==> src/rtl/broadcast_unpool.sv <==
// broadcast_unpool: replays one vector as WIDTH*HEIGHT Q-format pixels; define BROADCAST_SAT_EN to saturate instead of wrap
module broadcast_unpool #(
  parameter int WIDTH = 4,
  parameter int HEIGHT = 4,
  parameter int VALUE_BITS = 32,
  parameter int CHANNELS = 4,
  parameter int VALUE_Q_FORMAT_N = 16
) (
  input  logic                           clk,
  input  logic                           reset,
  input  logic [CHANNELS*VALUE_BITS-1:0] i_data,
  input  logic                           i_valid,
  output logic                           i_ready,
  output logic [CHANNELS*VALUE_BITS-1:0] o_data,
  output logic                           o_valid,
  input  logic                           o_ready,
  output logic                           o_last
);
  localparam int PIXELS = WIDTH * HEIGHT;
  localparam int CW = $clog2(PIXELS) > 1 ? $clog2(PIXELS) : 1;
  localparam logic [CW-1:0] LAST = CW'(PIXELS - 1);
  localparam int N = VALUE_Q_FORMAT_N;
  typedef enum logic {IDLE, EMIT} state_t;
  state_t state_q;
  logic [CW-1:0] cnt_q;
  logic [CHANNELS*VALUE_BITS-1:0] held_q;
  logic i_ready_q, o_valid_q, o_last_q;
  assign i_ready = i_ready_q;
  assign o_valid = o_valid_q;
  assign o_last = o_last_q;
  // Capture a vector in IDLE, then count pixel handshakes until the last one; handshake flags are registered with the state
  always_ff @(posedge clk) begin
    if (reset) begin
      state_q <= IDLE;
      cnt_q <= '0;
      held_q <= '0;
      i_ready_q <= 1'b1;
      o_valid_q <= 1'b0;
      o_last_q <= 1'b0;
    end else if (state_q == IDLE) begin
      if (i_valid) begin
        state_q <= EMIT;
        held_q <= i_data;
        cnt_q <= '0;
        i_ready_q <= 1'b0;
        o_valid_q <= 1'b1;
        o_last_q <= (PIXELS == 1);
      end
    end else if (o_ready) begin
      if (o_last_q) begin
        state_q <= IDLE;
        cnt_q <= '0;
        i_ready_q <= 1'b1;
        o_valid_q <= 1'b0;
        o_last_q <= 1'b0;
      end else begin
        cnt_q <= cnt_q + 1'b1;
        o_last_q <= (cnt_q + 1'b1 == LAST);
      end
    end
  end
  for (genvar c = 0; c < CHANNELS; c++) begin : g_conv
    logic [VALUE_BITS-1:0] x;
    assign x = held_q[c*VALUE_BITS +: VALUE_BITS];
`ifdef BROADCAST_SAT_EN
    logic ovf;
    // Value fits in the integer part only if its top N+1 bits are pure sign extension
    always_comb begin
      ovf = x[VALUE_BITS-1 -: N+1] != {(N+1){x[VALUE_BITS-1]}};
      o_data[c*VALUE_BITS +: VALUE_BITS] = ovf ? {x[VALUE_BITS-1], {(VALUE_BITS-1){~x[VALUE_BITS-1]}}} : x << N;
    end
`else
    // Plain shift into the fractional position, wrapping on overflow
    always_comb o_data[c*VALUE_BITS +: VALUE_BITS] = x << N;
`endif
  end
endmodule

==> config.mk <==
export PLATFORM = sky130hd
export DESIGN_NAME = broadcast_unpool
export DESIGN_NICKNAME = d
export VERILOG_FILES = /design/src/rtl/broadcast_unpool.sv
export SDC_FILE = /design/constraint.sdc
export NUM_CORES = 1
export LEC_CHECK = 0
export CAP_MARGIN = 20
export CORE_MARGIN = 5
export CORE_UTILIZATION = 35
export DETAILED_ROUTE_END_ITERATION = 12
export GPL_TIMING_DRIVEN = 1
export PLACE_DENSITY = 0.92
export SYNTH_ARGS = -nofsm -noshare
export SYNTH_HDL_FRONTEND = slang
export SYNTH_SLANG_ARGS = --single-unit
==> constraint.sdc <==
create_clock -name clk -period 3 [get_ports clk]
set_input_delay 0.9 -clock clk [delete_from_list [all_inputs] [get_ports clk]]
set_output_delay 0.9 -clock clk [all_outputs]
set_load 0.01 [all_outputs]
==> results of run 1 <==
==> state kept, by name, indices dropped and copies added (netlist names) <==
signal / count
o_last: 1
state_q: 1
i_ready: 1
cnt_q: 4
held_q: 64
o_valid: 1
==> routing by layer <==
layer / track usage (%) / part of all wire (%)
met1: 14.9 / 38
met2: 24.8 / 49
met5: 0 / 0
met3: 7.64 / 11
met4: 5.55 / 1.5
==> worst register-to-register path, stage by stage (launching register included) <==
cell and delay, ns:
dfxtp_1 0.55, nand2b_2 0.62, nand2_1 0.21, a311oi_1 0.33
==> cell usage after synthesis, types with 2 or more instances <==
master	instances	area [sq um]
nand3_1	2	10.0
nor4bb_1	2	20.0
nand2_1	131	492
nor2_1	4	15.0
buf_2	9	45.0
a21oi_1	68	340
nand2b_1	2	12.5
ha_1	2	25.0
buf_4	70	526
dfxtp_1	72	1440
clkbuf_1	8	30.0
a311oi_1	2	17.5
==> through the flow <==
stage          total power [uW]  worst slack (ns)  hold slack [ns]  std cells
2_1_floorplan              1290              1.40            0.481        449
3_3_place_gp               1430             0.556            0.442        609
3_5_place_dp               1450             0.504            0.445        609
4_1_cts                    2350             0.628            0.456        625
5_1_grt                    2440             0.609            0.471        625
6_report                   2310             0.660            0.456        625
==> logic make-up after synthesis <==
| logic type | count (synthesis) | synth area share, % |
|---|---|---|
| buffers and inverters | 88 | 19.4 |
| XOR/XNOR | 2 | 0.563 |
| flip-flops | 72 | 46.4 |
| AO/OA/AOI/OAI | 75 | 13.5 |
| AND/OR/NAND/NOR | 145 | 18.9 |
| adder cells (fa/ha/maj) | 2 | 0.805 |
| multiplexers | 1 | 0.322 |
| other | 1 | 0.121 |
==> layout make-up <==
class / count / share of cell area, %
clock buffer: 12 / 3.66
clock inverter: 4 / 1.66
inverter: 1 / 0.0832
multi-input combinational: 289 / 28.9
sequential: 72 / 32.0
tap: 108 / 3.00
timing repair buffer: 139 / 30.7
==> how the worst min path moves through the flow <==
stage                                    endpoint  depth (start not counted)  slack (ns)               startpoint
final                     held_q[99]$_SDFFE_PP0P_                          2        0.46  held_q[99]$_SDFFE_PP0P_
after global routing      held_q[35]$_SDFFE_PP0P_                          2        0.47  held_q[35]$_SDFFE_PP0P_
after CTS                 held_q[99]$_SDFFE_PP0P_                          2        0.46  held_q[99]$_SDFFE_PP0P_
after detailed placement  held_q[99]$_SDFFE_PP0P_                          2        0.45  held_q[99]$_SDFFE_PP0P_
after global placement    held_q[67]$_SDFFE_PP0P_                          2        0.44  held_q[67]$_SDFFE_PP0P_
after floorplan            held_q[0]$_SDFFE_PP0P_                          2        0.48   held_q[0]$_SDFFE_PP0P_
==> where the power goes <==
group | switching [uW] | total (uW) | internal (uW)
logic | 186 | 387 | 201
clock network | 353 | 889 | 536
registers | 29.7 | 1040 | 1010
total | 569 | 2310 | 1740
==> impl_results.md, run 1 <==
- Worst-path maximum fanout: 9
- Fin util: approximately 52%
- Htree depth: 3
- IO Pins: 263
- R2R depth: 3
- Row cnt: 34
- Delay-heaviest family, CP: buffers and inverters
- Crit. End Element: output pin
- Setup tns final: 0 ns
- Vias/cell: 4.37
- Slew Limit Headroom: 55.4%
- Post-synth top flop: dfxtp_1
- Area Overhead vs Synth: 45.1%
- Routed wire length: about 8000 microns
- Postcts setup bufs: 0
- Reg area: ~1400 sq um
- Grt ovf: 0
- First-pass GRT wire length: roughly 13,000 microns
- Synthesized area per cell: 8.06 sq um
- Setup violators final: 0
- Diode count: 0
- Port Buffer Count: 134
- Average wire per standard cell: 13.0 microns
- Worst EP required: ~2.1 ns
- Cell Area, Synth: about 3100 sq um
- Nets@finish: 646
- Worst flop-to-flop path startpoint: state_q$_SDFF_PP0_
- Max Cap Viol: 0
- Multi-input gate area: 1300 sq um
- Min-Delay Path Class: flip-flop to flip-flop
- Clock Tree Buf Depth: 2
- Critical Path Sink: o_last
- Max frequency: 427 MHz
- Critical path depth in cells: 1
- Largest net degree at the start of global routing: 39
- Gr usage total: between 10% and 20%
- Core area: about 8700 sq um
- Kind of critical path: flip-flop to output pin
- Crit path time final: 2.34 ns
- Maximum vdd ir drop: 0.000292 V
- Syn. warnings: 0
- Status: finished clean
- Final instance area: 4510 sq um
- Fillcell total: 772
- Chip width: 104 microns
- Max-slew violations: 0
- RSZ-0062 raised after global routing: no
- CTS Hold Bufs: 0
- Gp weighted congestion: 0.718
- CP cell instances: clkdlybuf4s50_1
- Resize count post-CTS: 0
- Vias in the first global route: 2,772
- Iteration-0 DRC Markers: 70
- Crit path launch: o_last$_SDFFE_PP0P_
- Post-route ant nets: 0
- Worst reg2reg endpoint: cnt_q[2]$_SDFFE_PP0P_
- Asr flop ratio synth: 0%
- Vias: 2,733
- Pwr Density: around 510 nW/um^2
- Sink Count: 72
- CP max stage delay: 0.61 ns
- Register bit total from synthesis: 72
- CP bufs+invs: 1
- Post-synth EDFFs: 0
- Distinct cells, synth: 26
- CP Data Arrival Time: 1.44 ns
- Final Hold Vio Count: 0
- Clock Skew: 0.00679 ns
- Pre-Repair DR Iteration Count: 4
- Worst slew pin tran: 0.668 ns
- Initial Util: 35.8%
- Period utilization: just under 80%
- R2R Setup Slk: 1.21 ns
- Sequential area share after synthesis: between 40% and 50%
- CTS tree: done
- Post-DP Area: 4270 sq um
- Leakage power: between 0.0015 and 0.002 uW
- Hpwl dp: 6170 microns
- TritonCTS buffer count: 9
- Highest-count cells in the layout ignoring fill and taps: 133 x clkdlybuf4s50_1, 131 x nand2_1, 72 x dfxtp_1
- Initial antenna violation count: 0
- Leading cell type in the layout, fill and taps excluded: clkdlybuf4s50_1
- Die Footprint: 10,900 sq um
- DRC viols: 0
- Post-Synthesis Cells: 386
- CTS clock-pin slew for the worst setup and hold paths: 0.07 ns
- Die Ht: roughly 100 microns
- CP Launch Type: flip-flop
- CTS root buf: clkbuf_8
- Slowest stage cell, crit path: clkdlybuf4s50_1
- Layout cell share with drive strength beyond 1: 5.42%
- Clk Latency, worst-skew pair: 0.34 ns
(Power assumes the default switching activity.)
==> inputs of run 2 (changes only) <==
CORE_UTILIZATION = 32   (was 35)
PLACE_DENSITY = 0.85   (was 0.92)
clock period = 2.2 ns   (was 3 ns; I/O delays follow)
==> impl_results.md, run 2 (synthesized netlist as in run 1, its figures left out) <==
- Vias in the first global route: 2,621 (was 2,772)
- Leading cell type in the layout, fill and taps excluded: clkdlybuf4s50_1 (unchanged)
- Leakage power: 0.00178 uW (was 0.00177 uW)
- Final cell count without fillers: 651 (was 625)
- Final Hold Vio Count: 0 (unchanged)
- Iteration-0 DRC Markers: 137 (was 70)
- Fillcell total: 895 (was 772)
- TritonCTS buffer count: 9 (unchanged)
- CTS tree: done (unchanged)
- Nets@finish: 647 (was 646)
- Vias/cell: 4.26 (was 4.37)
- Row cnt: 36 (was 34)
- Highest-count cells in the layout ignoring fill and taps: 133 x clkdlybuf4s50_1, 131 x nand2_1, 72 x dfxtp_1 (unchanged)
- Grt ovf: 0 (unchanged)
- Worst EP required: 1.54 ns (was 2.10 ns)
- CP bufs+invs: 1 (unchanged)
- Average wire per standard cell: 12.2 microns (was 13.0 microns)
- Min-Delay Path Class: flip-flop to flip-flop (unchanged)
- Initial antenna violation count: 0 (unchanged)
- Worst-path maximum fanout: 9 (unchanged)
- CTS root buf: clkbuf_8 (unchanged)
- Pre-Repair DR Iteration Count: 4 (unchanged)
- Routed wire length: 7930 microns (was 8140 microns)
- Post-route ant nets: 0 (unchanged)
- Sink Count: 72 (unchanged)
- Gr usage total: 12.8% (was 14.5%)
- CP Data Arrival Time: 1.42 ns (was 1.44 ns)
- Htree depth: 3 (unchanged)
- Clock Tree Buf Depth: 2 (unchanged)
- Power Total: 3080 uW (was 2310 uW)
- Largest regs: held_q: 64 flops, cnt_q: 4 flops (unchanged)
- RSZ-0062 raised after global routing: no (unchanged)
- Setup tns final: 0 ns (unchanged)
- Largest net degree at the start of global routing: 51 (was 39)
- Setup violators final: 0 (unchanged)
- Max Cap Viol: 0 (unchanged)
- Status: finished clean (unchanged)
- DRC viols: 0 (unchanged)
- First-pass GRT wire length: 12,000 microns (was 13,100 microns)
- Number of flip-flops in the largest register: 64 (unchanged)
- Clock Skew: 0.00739 ns (was 0.00679 ns)
- Hpwl dp: 5850 microns (was 6170 microns)
- Period utilization: 94.5%
- Chip width: 109 microns (was 104 microns)
- DP Cell Count: 635 (was 609)
- CTS Hold Bufs: 0 (unchanged)
- Clk Latency, worst-skew pair: 0.33 ns (was 0.34 ns)
- Layout cell share with drive strength beyond 1: 5.02% (was 5.42%)
- Max frequency: 481 MHz
- IO Pins: 263 (unchanged)
- Slowest stage cell, crit path: clkdlybuf4s50_1 (unchanged)
- Area Overhead vs Synth: 46.7% (was 45.1%)
- Kind of critical path: flip-flop to output pin (unchanged)
- Resize count post-CTS: 0 (unchanged)
- Pwr Density: 676 nW/um^2 (was 513 nW/um^2)
- Postcts setup bufs: 0 (unchanged)
- CTS clock-pin slew for the worst setup and hold paths: 0.07 ns (about the same)
- Crit path time final: 2.08 ns
- Top reg by flops: held_q (unchanged)
- Die Ht: 109 microns (was 104 microns)
- Die Footprint: 11,800 sq um (was 10,900 sq um)
- Initial Util: 32.3% (was 35.8%)
- CP max stage delay: 0.61 ns (about the same)
- CP Launch Type: flip-flop (unchanged)
- Diode count: 0 (unchanged)
- Gp weighted congestion: 0.697 (was 0.718)
- Delay-heaviest family, CP: buffers and inverters (unchanged)
- Crit. End Element: output pin (unchanged)
- CP cell instances: clkdlybuf4s50_1 (unchanged)
- Vias: 2,773 (was 2,733)
- Maximum vdd ir drop: 0.000288 V (was 0.000292 V)
- Max-slew violations: 0 (unchanged)
- Core area: 9640 sq um (was 8680 sq um)
- Port Buffer Count: 134 (unchanged)
-- run 2: final timing paths --
kind,from,to,slack (ns),cells after the start
setup / recovery,o_last$_SDFFE_PP0P_,o_last,0.12,1
hold / removal,held_q[44]$_SDFFE_PP0P_,held_q[44]$_SDFFE_PP0P_,0.45,2
setup reg to reg,state_q$_SDFF_PP0_,cnt_q[2]$_SDFFE_PP0P_,0.72,4
hold reg to reg,held_q[44]$_SDFFE_PP0P_,held_q[44]$_SDFFE_PP0P_,0.45,2
-- run 2: metrics by stage --
step	setup WS (ns)	util (%)	cell area (sq um)	hold WS (ns)
CTS	0.0935	47.3	4560	0.456
detailed placement	0.182	45.1	4350	0.446
global placement	0.239	45.1	4350	0.441
finish	0.120	47.3	4560	0.454
floorplan	0.843	-	3350	0.481
global route	0.0597	47.3	4560	0.467
-- run 2: report_power, final --
part	internal (uW)	leakage [uW]	switching, uW
combinational	284	0.00108	255
sequential	1370	0.000591	39.0
clock	670	0.000108	459
total	2330	0.00178	752
-- run 2: final cells by class --
type	instances	area, sq um	share of cell area (%)
sequential	72	1440	31.6
inverter	1	3.75	0.0823
clock inverter	3	65.1	1.43
clock buffer	13	149	3.26
timing repair buffer	140	1430	31.4
multi-input combinational	289	1300	28.6
tap	133	166	3.65
-- run 2: routing by layer --
layer,global-route usage [%],part of all wire (%),up-vias,wire length [microns]
li1,-,-,1365,-
met1,13.1,37,1289,2910
met2,23.5,52,115,4140
met3,5.67,11,4,837
met4,3.52,0.50,0,40
met5,0,0,-,0
==> inputs of run 3 (changes only) <==
SKIP_LAST_GASP = 1   (was not set)
==> results of run 3 <==
Same layout as run 2: the final DEF is identical, and so are final timing and power.
